`src/rtl/spike_addr_packer_if.sv`:
```
// Event-side and stack-side signal bundle for spike_addr_packer.
//   slave  : the packer (consumes events and stk_wait, drives commands/status)
//   master : the environment (event source plus address stack)
// Signals: ev_valid/ev_ready/ev_tag/ev_nid/ev_flush (event handshake),
//          ctl_out/data_out/stk_wait (stack command bus),
//          ovf_err/mirror_depth (status/debug).
interface spike_addr_packer_if #(
  parameter int DATA_WIDTH = 16
);
  logic                  ev_valid;
  logic                  ev_ready;
  logic [3:0]            ev_tag;
  logic [7:0]            ev_nid;
  logic                  ev_flush;
  logic [1:0]            ctl_out;
  logic [DATA_WIDTH-1:0] data_out;
  logic                  stk_wait;
  logic                  ovf_err;
  logic [1:0]            mirror_depth;

  modport slave (
    input  ev_valid, ev_tag, ev_nid, ev_flush, stk_wait,
    output ev_ready, ctl_out, data_out, ovf_err, mirror_depth
  );

  modport master (
    output ev_valid, ev_tag, ev_nid, ev_flush, stk_wait,
    input  ev_ready, ctl_out, data_out, ovf_err, mirror_depth
  );
endinterface

```
`src/rtl/spike_addr_packer.sv`:
```
// spike_addr_packer: feeds the 3-deep address stack. Accepts spike events,
// merges eligible consecutive events into pair words, issues singles on
// timeout/flush, and mirrors stack depth so the stack never overflows.
// Ports:
//   clk, rst     : clock, synchronous active-high reset
//   bus (slave)  : event handshake, stack ctl/data command, stk_wait,
//                  sticky ovf_err, mirror_depth debug count
// Optional (macro PACK_STATS_EN): pair_cnt, single_cnt, stall_cnt,
//   16-bit saturating counters cleared on reset.
module spike_addr_packer #(
  parameter int DATA_WIDTH = 16,
  parameter int HOLD_CYC   = 4,
  parameter int DEPTH_MAX  = 3
) (
  input  logic                  clk,
  input  logic                  rst,
  spike_addr_packer_if.slave    bus
`ifdef PACK_STATS_EN
  ,
  output logic [15:0]           pair_cnt,
  output logic [15:0]           single_cnt,
  output logic [15:0]           stall_cnt
`endif
);

  typedef enum logic [1:0] {EMPTY, HOLD, FLUSH_B} state_t;

  localparam logic [3:0] T_LAST     = 4'(HOLD_CYC - 1);
  localparam logic [2:0] LIM_SINGLE = 3'(DEPTH_MAX - 1);
  localparam logic [2:0] LIM_PAIR   = 3'(DEPTH_MAX - 2);

  state_t                state, state_n;
  logic [3:0]            timer, timer_n;
  logic [3:0]            hold_tag;
  logic [7:0]            hold_nid;
  logic                  ld;
  logic [1:0]            ctl_q, ctl_n;
  logic [DATA_WIDTH-1:0] data_q, data_n;
  logic                  ready_q, ready_n;
  logic                  ovf_q;
  logic [1:0]            depth_q;
  logic [2:0]            d_now, d_next;
  logic                  accept, eligible, single_ok;

  function automatic logic [2:0] words(input logic [1:0] c);
    return (c == 2'b11) ? 3'd2 : (c == 2'b01) ? 3'd1 : 3'd0;
  endfunction

  function automatic logic [2:0] drain(input logic [2:0] s);
    return (s == 3'd0) ? 3'd0 : s - 3'd1;
  endfunction

  // d_now: depth in the cycle the next command will be presented.
  // d_next: depth one cycle later, used to register ev_ready ahead of time.
  assign d_now     = drain({1'b0, depth_q} + words(ctl_q));
  assign d_next    = drain(d_now + words(ctl_n));
  assign single_ok = (d_now <= LIM_SINGLE);
  assign accept    = bus.ev_valid && ready_q;
  assign eligible  = (bus.ev_tag == hold_tag) && (bus.ev_nid[7:4] == hold_tag);

  always_comb begin
    state_n = state;
    timer_n = timer;
    ld      = 1'b0;
    ctl_n   = 2'b00;
    data_n  = data_q;
    unique case (state)
      EMPTY: begin
        if (accept) begin
          if (bus.ev_flush) begin
            ctl_n  = 2'b01;
            data_n = {bus.ev_tag, 4'b0000, bus.ev_nid};
          end else begin
            ld      = 1'b1;
            timer_n = '0;
            state_n = HOLD;
          end
        end
      end
      HOLD: begin
        if (accept) begin
          if (eligible) begin
            ctl_n   = 2'b11;
            data_n  = {hold_tag, bus.ev_nid[3:0], hold_nid};
            state_n = EMPTY;
          end else begin
            ctl_n   = 2'b01;
            data_n  = {hold_tag, 4'b0000, hold_nid};
            ld      = 1'b1;
            timer_n = '0;
            state_n = bus.ev_flush ? FLUSH_B : HOLD;
          end
        end else if (timer == T_LAST) begin
          // Timer stays frozen at T_LAST until a single fits.
          if (single_ok) begin
            ctl_n   = 2'b01;
            data_n  = {hold_tag, 4'b0000, hold_nid};
            state_n = EMPTY;
          end
        end else begin
          timer_n = timer + 4'd1;
        end
      end
      FLUSH_B: begin
        if (single_ok) begin
          ctl_n   = 2'b01;
          data_n  = {hold_tag, 4'b0000, hold_nid};
          state_n = EMPTY;
        end
      end
      default: state_n = EMPTY;
    endcase
  end

  // In HOLD the incoming event is unknown when ev_ready is registered, so
  // readiness there requires pair credit, which also covers a single.
  always_comb begin
    ready_n = 1'b0;
    unique case (state_n)
      EMPTY:   ready_n = (d_next <= LIM_SINGLE);
      HOLD:    ready_n = (d_next <= LIM_PAIR);
      default: ready_n = 1'b0;
    endcase
  end

  always_ff @(posedge clk) begin
    if (rst) begin
      state    <= EMPTY;
      timer    <= '0;
      hold_tag <= '0;
      hold_nid <= '0;
      ctl_q    <= '0;
      data_q   <= '0;
      ready_q  <= 1'b0;
      ovf_q    <= 1'b0;
      depth_q  <= '0;
    end else begin
      state   <= state_n;
      timer   <= timer_n;
      if (ld) begin
        hold_tag <= bus.ev_tag;
        hold_nid <= bus.ev_nid;
      end
      ctl_q   <= ctl_n;
      data_q  <= data_n;
      ready_q <= ready_n;
      ovf_q   <= ovf_q | bus.stk_wait;
      depth_q <= d_now[1:0];
    end
  end

  assign bus.ev_ready     = ready_q;
  assign bus.ctl_out      = ctl_q;
  assign bus.data_out     = data_q;
  assign bus.ovf_err      = ovf_q;
  assign bus.mirror_depth = depth_q;

`ifdef PACK_STATS_EN
  always_ff @(posedge clk) begin
    if (rst) begin
      pair_cnt   <= '0;
      single_cnt <= '0;
      stall_cnt  <= '0;
    end else begin
      if (ctl_n == 2'b11 && pair_cnt != '1)
        pair_cnt <= pair_cnt + 16'd1;
      if (ctl_n == 2'b01 && single_cnt != '1)
        single_cnt <= single_cnt + 16'd1;
      if (bus.ev_valid && !ready_q && stall_cnt != '1)
        stall_cnt <= stall_cnt + 16'd1;
    end
  end
`endif

endmodule

```
`src/flat_wrapper.sv`:
```
// flat-port wrapper written by rule: the top's interface ports become plain ports
module spike_addr_packer_flat 
#(
  parameter int DATA_WIDTH = 16,
  parameter int HOLD_CYC   = 4,
  parameter int DEPTH_MAX  = 3
)
  (clk, rst, bus_ev_valid, bus_ev_tag, bus_ev_nid, bus_ev_flush, bus_stk_wait, bus_ev_ready, bus_ctl_out, bus_data_out, bus_ovf_err, bus_mirror_depth);
  spike_addr_packer_if #(.DATA_WIDTH(DATA_WIDTH)) bus_i ();
  input  logic clk;
  input  logic rst;
  input wire logic [$bits(bus_i.ev_valid)-1:0] bus_ev_valid;
  input wire logic [$bits(bus_i.ev_tag)-1:0] bus_ev_tag;
  input wire logic [$bits(bus_i.ev_nid)-1:0] bus_ev_nid;
  input wire logic [$bits(bus_i.ev_flush)-1:0] bus_ev_flush;
  input wire logic [$bits(bus_i.stk_wait)-1:0] bus_stk_wait;
  output wire logic [$bits(bus_i.ev_ready)-1:0] bus_ev_ready;
  output wire logic [$bits(bus_i.ctl_out)-1:0] bus_ctl_out;
  output wire logic [$bits(bus_i.data_out)-1:0] bus_data_out;
  output wire logic [$bits(bus_i.ovf_err)-1:0] bus_ovf_err;
  output wire logic [$bits(bus_i.mirror_depth)-1:0] bus_mirror_depth;
  assign bus_i.ev_valid = bus_ev_valid;
  assign bus_i.ev_tag = bus_ev_tag;
  assign bus_i.ev_nid = bus_ev_nid;
  assign bus_i.ev_flush = bus_ev_flush;
  assign bus_i.stk_wait = bus_stk_wait;
  assign bus_ev_ready = bus_i.ev_ready;
  assign bus_ctl_out = bus_i.ctl_out;
  assign bus_data_out = bus_i.data_out;
  assign bus_ovf_err = bus_i.ovf_err;
  assign bus_mirror_depth = bus_i.mirror_depth;
  spike_addr_packer #(.DATA_WIDTH(DATA_WIDTH), .HOLD_CYC(HOLD_CYC), .DEPTH_MAX(DEPTH_MAX)) u_core (.clk(clk), .rst(rst), .bus(bus_i));
endmodule
```
`config.mk`:
```
export PLATFORM = sky130hd
export DESIGN_NAME = spike_addr_packer_flat
export DESIGN_NICKNAME = d
export VERILOG_FILES = /design/src/rtl/spike_addr_packer_if.sv /design/src/rtl/spike_addr_packer.sv /design/src/flat_wrapper.sv
export SDC_FILE = /design/constraint.sdc
export NUM_CORES = 1
export LEC_CHECK = 0
export BUFFER_PORTS_ARGS = -buffer_cell sky130_fd_sc_hd__buf_4
export CORE_AREA = 5 5 81 83
export CTS_CLUSTER_SIZE = 10
export DETAILED_ROUTE_END_ITERATION = 6
export DIE_AREA = 0 0 86 88
export SLEW_MARGIN = 20
export SYNTH_ARGS = -nofsm -noshare
export SYNTH_HDL_FRONTEND = slang
export SYNTH_SLANG_ARGS = --single-unit
export TNS_END_PERCENT = 30
```
`constraint.sdc`:
```
create_clock -name clk -period 4.4 [get_ports clk]
set_input_delay 0.22 -clock clk [delete_from_list [all_inputs] [get_ports clk]]
set_output_delay 0.22 -clock clk [all_outputs]
set_load 0.005 [all_outputs]
```
==> results.yml, run 1 <==
die:
  rows: 28
  core_sq_um: 5780
  io_pins: 39
  initial_core_util: 0.381
  dieHeight_um: 88
  die_area_sq_um: 7570
  die_x_um: 86
synthesis:
  synthXorXnorAreaFrac: 0.00398
  muxShareOfSynthArea: 0.0546
  synth_compound_area_frac: 0.212
  syn-cell-area_sq_um: 2200
  yosys_warnings: 0
  synth_seq_area_share: 0.364
  synth_top_area_share: 0.364
  synth_top_family_by_area: "simple AND/OR/NAND/NOR gates"
  synth.most_common_cell: "dfxtp_1"
  yosys-top-cells-area: "dfxtp_1 (36%), nand2b_1 (8.0%), mux2i_1 (5.5%)"
  syn_nets: 280
  synth_cell_types: 49
  synth-edff-count: 0
  synth_fa_ha_area_frac: 0.0694
  ys_async_sr_fraction: 0
  synth_cells: 252
  synth_seq_cells: 40
  synth_common_cells: "dfxtp_1 (40), nand2b_1 (28), a21oi_1 (22), nor2b_1 (13), o21ai_0 (13)"
  yosysTopAreaCell: "dfxtp_1"
  ys.flop_type: "dfxtp_1"
  synth_area_per_cell_sq_um: 8.73
  synth_simple_gate_area_frac: 0.254
cells_and_area:
  fin_area_sq_um: 2640
  multiInputGateArea_sq_um: 1310
  nets: 313
  n_antenna_cell: 0
  drive_gt1_frac: 0.199
  syn_to_final_growth_pct: 20.1
  fillers: 585
  seq_area_sq_um: 801
clocking:
  path_clk_slew_ns: 0.08
  cts_buffers: 5
  root_buffer: "clkbuf_8"
  clk_path_buf_depth: 2
  cts_max_level: 2
  cts_tree: "built"
  cts.sinks: 40
  clock_latency_ns: 0.29
  cts_setup_buffers: 0
  cts-resized-gates: 0
  cts_hold_buf: 0
placed_design:
  place.gp.congestion: 0.912
  placed_area_sq_um: 2530
  hpwl_um: 3730
  portBuffers: 38
global_routing:
  antenna_found_initial: 0
  grt_pass1_wl_um: 9130
  grt_overflow_total: 0
  grt_use_total: 0.150
  grt_max_degree: 43
  grt_pass1_vias: 1898
worst_setup_path:
  required_ns: 4.59
  max_stage_delay_ns: 0.51
  crit_family: "adder cells"
  worstPathCellList: "nor2b_1, ha_1, inv_1, fa_1, nor3b_2, o31ai_1, a222oi_1, nor3_1, ha_1, fa_1, nand2_1, a311oi_1, nor3_1, a32o_1"
  critPathLaunchType: "flip-flop"
  critPathMaxFanout: 6
  crit_type: "reg2reg"
  crit_path_start: "u_core.bus.ctl_out[0]$_SDFF_PP0_"
  arrival_ns: 3.87
  reg2reg_from: "u_core.bus.ctl_out[0]$_SDFF_PP0_"
  slowest_stage: "fa_1"
  crit_buf_inv: 1
  critPathCaptureType: "flip-flop"
sta:
  tns_ns: 0
  maxClockFrequency_mhz: 272
  setup_violations: 0
  worst_slew_pin_slew_ns: 0.942
  slew_headroom: 0.372
  period_minus_slack_ns: 3.68
  rsz0062_at_grt: "no"
  skew_ns: 0.00685
  period_share: 0.836
  drv_slew: 0
  finalHoldViolCount: 0
  worst_hold_slack_ns: 0.131
detailed_routing:
  detail_route.iter0.violations: 83
  drc: 0
  dr.pass1.iters: 5
  vias: 1890
  drt-vias-per-instance: 5.24
  wirelength_um: 5250
  detail_route.wl_per_cell_um: 14.5
  drtAntennaViolNets: 0
power:
  p_leak_uw: 0.00106
  p_per_area_nw_per_um2: 309
  ir_worst_vdd_v: 0.000191
min_path:
  min-delay-start: "bus_stk_wait"
  min_path_type: "in2reg"
job:
  max_cap_violations: 0
outcome:
  outcome: "complete, no violations"
-- cell families (layout without fill, tap and decap cells) --
| group | after synthesis | in the layout |
|---|---|---|
| AND/OR/NAND/NOR | 96 | 96 |
| AO/OA/AOI/OAI | 69 | 69 |
| multiplexers | 12 | 12 |
| XOR/XNOR | 1 | 1 |
| flip-flops | 40 | 40 |
| buffers and inverters | 23 | 57 |
| adder cells (fa/ha/maj) | 11 | 11 |
-- layout by cell type (no fill, tap or decap), types with 2 or more instances in the layout --
cell type  count
and3_1         6
nand2_1        8
clkbuf_8       5
inv_1         10
a21oi_1       22
fa_1           2
nand2b_1      28
mux2i_1       12
buf_4         39
nand4_1        3
nand3_1        4
nor2_1        12
o31ai_1        4
nor2b_1       13
ha_1           9
o2bb2ai_1     10
nor3_1        10
and2_1         4
o22ai_1        3
dfxtp_1       40
o21ai_0       13
-- metal layers --
layer	routed length (um)	GRT usage
met5	0	0
met4	85	0.0561
met3	235	0.0367
met2	2370	0.234
met1	2560	0.201
-- sequential cells by signal, summed over array words and instances, names as in the netlist --
signal,flops
u_core.hold_tag,4
u_core.hold_nid,8
u_core.bus.ovf_err,1
u_core.state,2
u_core.bus.ctl_out,2
u_core.bus.ev_ready,1
u_core.bus.data_out,16
u_core.bus.mirror_depth,2
u_core.timer,4
-- worst paths after layout --
path | depth (start not counted) | slack (ns) | endpoint
setup / recovery | 14 | 0.72 | u_core.bus.ev_ready$_SDFF_PP0_
hold / removal | 3 | 0.13 | u_core.bus.ovf_err$_SDFF_PP0_
setup reg to reg | 14 | 0.72 | u_core.bus.ev_ready$_SDFF_PP0_
hold reg to reg | 1 | 0.47 | u_core.bus.data_out[7]$_SDFFE_PP0P_
-- stage by stage --
stage           util  worst slack (ns)  power [uW]  instances
2_1_floorplan      -              1.02         472        252
3_3_place_gp   0.438             0.882         522        353
3_5_place_dp   0.438             0.712         523        353
4_1_cts        0.457             0.703         830        361
5_1_grt        0.457             0.382         860        361
6_report       0.457             0.724         818        361
-- worst min-delay path, stage by stage --
cell	delay, ns
buf_4	0.08
nor2_1	0.03
nor2_1	0.06
-- report_power, final --
group	switching [uW]	leakage [uW]	internal, uW
registers	10.8	0.000325	378
logic	66.2	0.000677	58.3
clock network	136	0.0000541	168
total	213	0.00106	604
-- area by class of cell --
type,count,area share
sequential,40,0.303
clock buffer,5,0.0260
clock inverter,3,0.0161
timing repair buffer,39,0.111
tap,75,0.0355
multi-input combinational,189,0.494
inverter,10,0.0142
(Power assumes the default switching activity.)
==> run 2: changes to the inputs <==
ABC_AREA = 1   (was not set)
CORE_AREA = 5 5 83 85   (was 5 5 81 83)
DIE_AREA = 0 0 88 90   (was 0 0 86 88)
clock period = 3.8 ns   (was 4.4 ns; I/O delays follow)
==> run 2 against run 1 <==
  * Clock power hardly changed
  * Maximum frequency grew 9.3%
  * Worst hold slack got worse by 0.034 ns
  * Die area increased by 4.7%
  * Clock skew down 0.0037 ns
  * Synthesized cell count up 36%
  * Largest power group unchanged
==> results.yml, run 2 <==
outcome:
  outcome: "complete, no violations"
worst_setup_path:
  reg2reg_from: "u_core.bus.ctl_out[0]$_SDFF_PP0_"
  arrival_ns: 3.60
  crit_buf_inv: 6
  slowest_stage: "fa_1"
  required_ns: 4.04
  max_stage_delay_ns: 0.52
  r2r.worst_path.cells: 22
  crit_family: "adder cells"
  critPathMaxFanout: 6
  critPathCaptureType: "flip-flop"
  path_common_cell: "inv_1"
  r2r_end: "u_core.bus.ev_ready$_SDFF_PP0_"
  worstPathCellList: "inv_1, nor2_1, ha_1, inv_1, fa_1, inv_1, nor2_1, inv_1, ha_1, inv_1, nand2_2, o21ai_0, nand2_1, o211ai_1, nand2_1, nor2_1, ha_1, fa_1, and3_1, nand2_1, inv_1, nor2_1"
  critPathLaunchType: "flip-flop"
  crit_type: "reg2reg"
  reg2reg_slack_ns: 0.44
min_path:
  min-delay-start: "bus_stk_wait"
  whs_path_depth: 3
  min_to: "u_core.bus.ovf_err$_SDFF_PP0_"
  min_path_type: "in2reg"
detailed_routing:
  dr.pass1.iters: 4
  drtAntennaViolNets: 0
  detail_route.iter0.violations: 126
  detail_route.wl_per_cell_um: 12.3
  drt-vias-per-instance: 4.76
  drc: 0
  wirelength_um: 5600
  vias: 2162
sta:
  worst_slew_pin_slew_ns: 0.545
  maxClockFrequency_mhz: 297
  setup_violations: 0
  slew_headroom: 0.636
  period_minus_slack_ns: 3.36
  skew_ns: 0.00311
  rsz0062_at_grt: "no"
  finalHoldViolCount: 0
  tns_ns: 0
  period_share: 0.885
  drv_slew: 0
synthesis:
  synthXorXnorAreaFrac: 0.00374
  synth_area_per_cell_sq_um: 6.85
  synth.most_common_cell: "nand2_1"
  synth_seq_area_share: 0.342
  synth_top_family_by_area: "simple AND/OR/NAND/NOR gates"
  yosys_warnings: 0
  synth_simple_gate_area_frac: 0.349
  yosys-top-cells-area: "dfxtp_1 (34%), nand2_1 (15%), nor2_1 (7.1%)"
  synth-edff-count: 0
  synth_cells: 342
  ys.flop_type: "dfxtp_1"
  syn_nets: 370
  muxShareOfSynthArea: 0
  synth_top_area_share: 0.342
  ys_async_sr_fraction: 0
  synth_seq_cells: 40
  synth_compound_area_frac: 0.141
  synth_cell_types: 30
  synth_fa_ha_area_frac: 0.0652
  yosysTopAreaCell: "dfxtp_1"
  synth_common_cells: "nand2_1 (92), nor2_1 (44), dfxtp_1 (40), inv_1 (34), o21ai_0 (19)"
  syn-cell-area_sq_um: 2340
clocking:
  cts_max_level: 2
  cts.sinks: 40
  clk_path_buf_depth: 2
  clock_latency_ns: 0.30
  cts_buffers: 5
  root_buffer: "clkbuf_8"
  path_clk_slew_ns: 0.08
  cts-resized-gates: 0
  cts_tree: "built"
  cts_setup_buffers: 0
  cts_hold_buf: 0
cells_and_area:
  syn_to_final_growth_pct: 17.1
  seq_area_sq_um: 801
  multiInputGateArea_sq_um: 1310
  n_antenna_cell: 0
  drive_gt1_frac: 0.233
  nets: 404
  final_cell_mix: "nand2_1 (92), nor2_1 (44), dfxtp_1 (40), buf_4 (38), inv_1 (34)"
  final_common_cell: "nand2_1"
  final_util: 0.447
  largest_reg_flops: 16
  fillers: 667
die:
  io_pins: 39
  initial_core_util: 0.382
  core_sq_um: 6130
  rows: 29
  dieHeight_um: 90
  die_x_um: 88
  die_area_sq_um: 7920
global_routing:
  grt_use_total: 0.150
  grt_overflow_total: 0
  grt_pass1_wl_um: 9630
  antenna_found_initial: 0
  grt_pass1_vias: 2082
  grt_max_degree: 26
power:
  p_per_area_nw_per_um2: 343
  finalPower_uw: 940
  ir_worst_vdd_v: 0.000149
  p_leak_uw: 0.00132
placed_design:
  portBuffers: 38
  place.gp.congestion: 0.919
  hpwl_um: 4180
job:
  max_cap_violations: 0
==> run 2: cell types whose count changed after synthesis, moves of 7 or more <==
cell,change
nand2_1,+84
nor2_1,+32
nand2_2,+16
a21oi_2,+9
nor2b_1,-13
inv_1,+24
nand2b_1,-28
nand3_1,+12
mux2i_1,-12
inv_2,+8
a21oi_1,-7
o2bb2ai_1,-10
==> run 2: cells by family (layout without fill, tap and decap cells) <==
kind of cell    Yosys count  in the layout
compound gates           54             54
xor+xnor                  1              1
fa+ha+maj                11             11
buf+inv                  53             88
flops                    40             40
simple gates            183            183
==> run 2: tightest hold or removal path, delay by kind of cell <==
kind          cells  cell delay [ns]
simple gates      2             0.09
buf+inv           1             0.08
==> run 2: per-stage QoR <==
stage	instances	hold WS (ns)	setup WS (ns)	cell area (sq um)
2_1_floorplan	342	0.311	0.733	2340
3_3_place_gp	446	0.401	0.561	2650
3_5_place_dp	446	0.408	0.416	2650
4_1_cts	454	0.0986	0.380	2740
5_1_grt	454	0.115	0.0445	2740
6_report	454	0.0967	0.437	2740
==> run 2: how the worst max path moves through the flow <==
stage,start,endpoint,slack (ns),depth (start not counted)
after detailed placement,u_core.bus.ctl_out[0]$_SDFF_PP0_,u_core.bus.ev_ready$_SDFF_PP0_,0.42,22
after global routing,u_core.bus.ctl_out[0]$_SDFF_PP0_,u_core.bus.ev_ready$_SDFF_PP0_,0.04,22
final,u_core.bus.ctl_out[0]$_SDFF_PP0_,u_core.bus.ev_ready$_SDFF_PP0_,0.44,22
after global placement,u_core.bus.ctl_out[0]$_SDFF_PP0_,u_core.bus.ev_ready$_SDFF_PP0_,0.56,22
after floorplan,u_core.bus.ctl_out[0]$_SDFF_PP0_,u_core.bus.ev_ready$_SDFF_PP0_,0.73,22
after CTS,u_core.bus.ctl_out[0]$_SDFF_PP0_,u_core.bus.ev_ready$_SDFF_PP0_,0.38,22
==> run 2: layout make-up <==
cell class,instances,area share
clock inverters,1,0.00274
well taps,77,0.0351
multi-input cells,249,0.477
clock buffers,7,0.0315
repair buffers,38,0.104
inverters,42,0.0575
flip-flops and latches,40,0.292
==> run 2: layer usage <==
layer,wire [um],GRT usage,up-vias
met5,0,0,-
met4,94,0.0512,0
met3,295,0.0302,9
met2,2450,0.227,48
met1,2760,0.211,961
li1,-,-,1144
==> run 2: where the power goes <==
group	internal, uW	switching, uW
clock	148	158
sequential	442	15.5
combinational	68.5	108
total	658	282
==> run 3: changes to the inputs <==
ABC_AREA = 0   (was 1)
CORE_AREA = 5 5 81 83   (was 5 5 83 85)
CTS_CLUSTER_SIZE = 24   (was 10)
DIE_AREA = 0 0 86 88   (was 0 0 88 90)
SKIP_CTS_REPAIR_TIMING = 1   (was not set)
==> run 3 against run 2 <==
  * Final area decreased by 2.1%
  * Register-to-register slack worse by 0.14 ns
  * Maximum frequency shrank 4.0%
  * Sequential power is 2% lower
  * Count of clock-buffer cells in the layout unchanged
  * Setup slack got worse by 0.14 ns
  * Via count fell by 11%
  * Cell count shrank 20%
  * Highest routed layer unchanged
==> results.yml, run 3 (synthesis results as in run 1) <==
worst_setup_path:
  critPathCaptureType: "flip-flop"
  crit_type: "reg2reg"
  slowest_stage: "fa_1"
  crit_family: "adder cells"
  critPathMaxFanout: 6
  required_ns: 3.99
  worstPathCellList: "nor2b_2, ha_1, inv_1, fa_1, nor3b_4, o31ai_1, a222oi_1, nor3_1, ha_1, fa_1, nand2_1, a311oi_1, nor3_1, a32o_1"
  arrival_ns: 3.69
  crit_buf_inv: 1
  max_stage_delay_ns: 0.52
  critPathLaunchType: "flip-flop"
global_routing:
  grt_pass1_wl_um: 9020
  grt_pass1_vias: 1917
  grt_max_degree: 43
  grt_use_total: 0.148
  grt_overflow_total: 0
  use_met1: 0.201
  use_met2: 0.236
  gr-usage-met3: 0.0367
  antenna_found_initial: 0
  grt_busiest_layer: "met2"
placed_design:
  hpwl_um: 3700
  dpl.cell_count: 354
  place_ws_ns: 0.115
  place.gp.congestion: 0.911
  portBuffers: 38
  placed_area_sq_um: 2540
die:
  rows: 28
  io_pins: 39
  dieHeight_um: 88
  initial_core_util: 0.381
  die_area_sq_um: 7570
  die_x_um: 86
  core_sq_um: 5780
sta:
  finalHoldViolCount: 0
  worst_slew_pin_slew_ns: 0.908
  period_minus_slack_ns: 3.50
  period_share: 0.922
  drv_slew: 0
  setup_violations: 0
  maxClockFrequency_mhz: 285
  skew_ns: 0.00472
  finalWorstSetupSlack_ns: 0.296
  slew_headroom: 0.395
power:
  p_per_area_nw_per_um2: 366
  ir_worst_vdd_v: 0.000186
  p_int_uw: 739
  p_switching_uw: 242
  power.share.clock: 0.391
  p_leak_uw: 0.00107
  combPwrFrac: 0.150
  swShare: 0.247
  pwr-share-seq: 0.459
clocking:
  clock_latency_ns: 0.29
  root_buffer: "clkbuf_8"
  cts.sinks: 40
  cts_max_level: 2
  cts_buffers: 5
  path_clk_slew_ns: 0.08
  cts_tree: "built"
  clk_path_buf_depth: 2
detailed_routing:
  dr.pass1.iters: 4
  detail_route.iter0.violations: 148
  detail_route.wl_per_cell_um: 14.5
  drt-vias-per-instance: 5.28
  drtAntennaViolNets: 0
  wirelength_um: 5250
  drc: 0
  vias: 1915
job:
  max_cap_violations: 0
cells_and_area:
  drive_gt1_frac: 0.212
  final_common_cell: "buf_4"
  n_antenna_cell: 0
  syn_to_final_growth_pct: 21.9
  largest_reg_flops: 16
  final_cell_mix: "buf_4 (41), dfxtp_1 (40), nand2b_1 (28), a21oi_1 (22), o21ai_0 (13)"
  fin_area_sq_um: 2680
  stdcell_count: 363
  nets: 315
outcome:
  outcome: "complete, no violations"
min_path:
  min_path_type: "in2reg"
==> run 3: worst paths after layout <==
check                                           start                             endpoint  slack [ns]  cells after the start
setup reg to reg     u_core.bus.ctl_out[0]$_SDFF_PP0_       u_core.bus.ev_ready$_SDFF_PP0_        0.30                     14
hold reg to reg   u_core.bus.data_out[3]$_SDFFE_PP0P_  u_core.bus.data_out[3]$_SDFFE_PP0P_        0.47                      1
setup / recovery     u_core.bus.ctl_out[0]$_SDFF_PP0_       u_core.bus.ev_ready$_SDFF_PP0_        0.30                     14
hold / removal                           bus_stk_wait        u_core.bus.ovf_err$_SDFF_PP0_        0.11                      3
==> run 3: worst min-delay path: stages <==
cell    delay, ns
buf_4        0.08
nor2_1       0.03
nor2_1       0.07
==> run 3: cell type report <==
| cell class | instances | area [sq um] |
|---|---|---|
| Inverter | 10 | 37.5 |
| Clock inverter | 1 | 30.0 |
| Tap cell | 75 | 93.8 |
| Timing Repair Buffer | 41 | 308 |
| Clock buffer | 7 | 96.3 |
| Multi-Input combinational cell | 189 | 1320 |
| Fill cell | 590 | 3100 |
| Sequential cell | 40 | 801 |
==> run 3: power by group through the flow <==
stage / registers (uW) / logic [uW] / clock network (uW)
floorplan: 459 / 87.1 / 0
global placement: 460 / 145 / 0
detailed placement: 460 / 146 / 0
CTS: 450 / 147 / 398
global route: 452 / 165 / 416
finish: 450 / 147 / 384
==> run 3: metrics by stage <==
step | util | TNS, ns | hold WS (ns) | power, uW
floorplan | - | 0 | 0.311 | 546
detailed placement | 0.439 | 0 | 0.411 | 606
finish | 0.464 | 0 | 0.111 | 981
CTS | 0.461 | 0 | 0.106 | 995
global placement | 0.439 | 0 | 0.402 | 605
global route | 0.464 | -0.00217 | 0.131 | 1030
==> run 3: layer usage <==
layer / vias up / share of wire
li1: 965 / -
met1: 898 / 0.48
met2: 45 / 0.46
met3: 7 / 0.046
met4: 0 / 0.0076
met5: - / 0
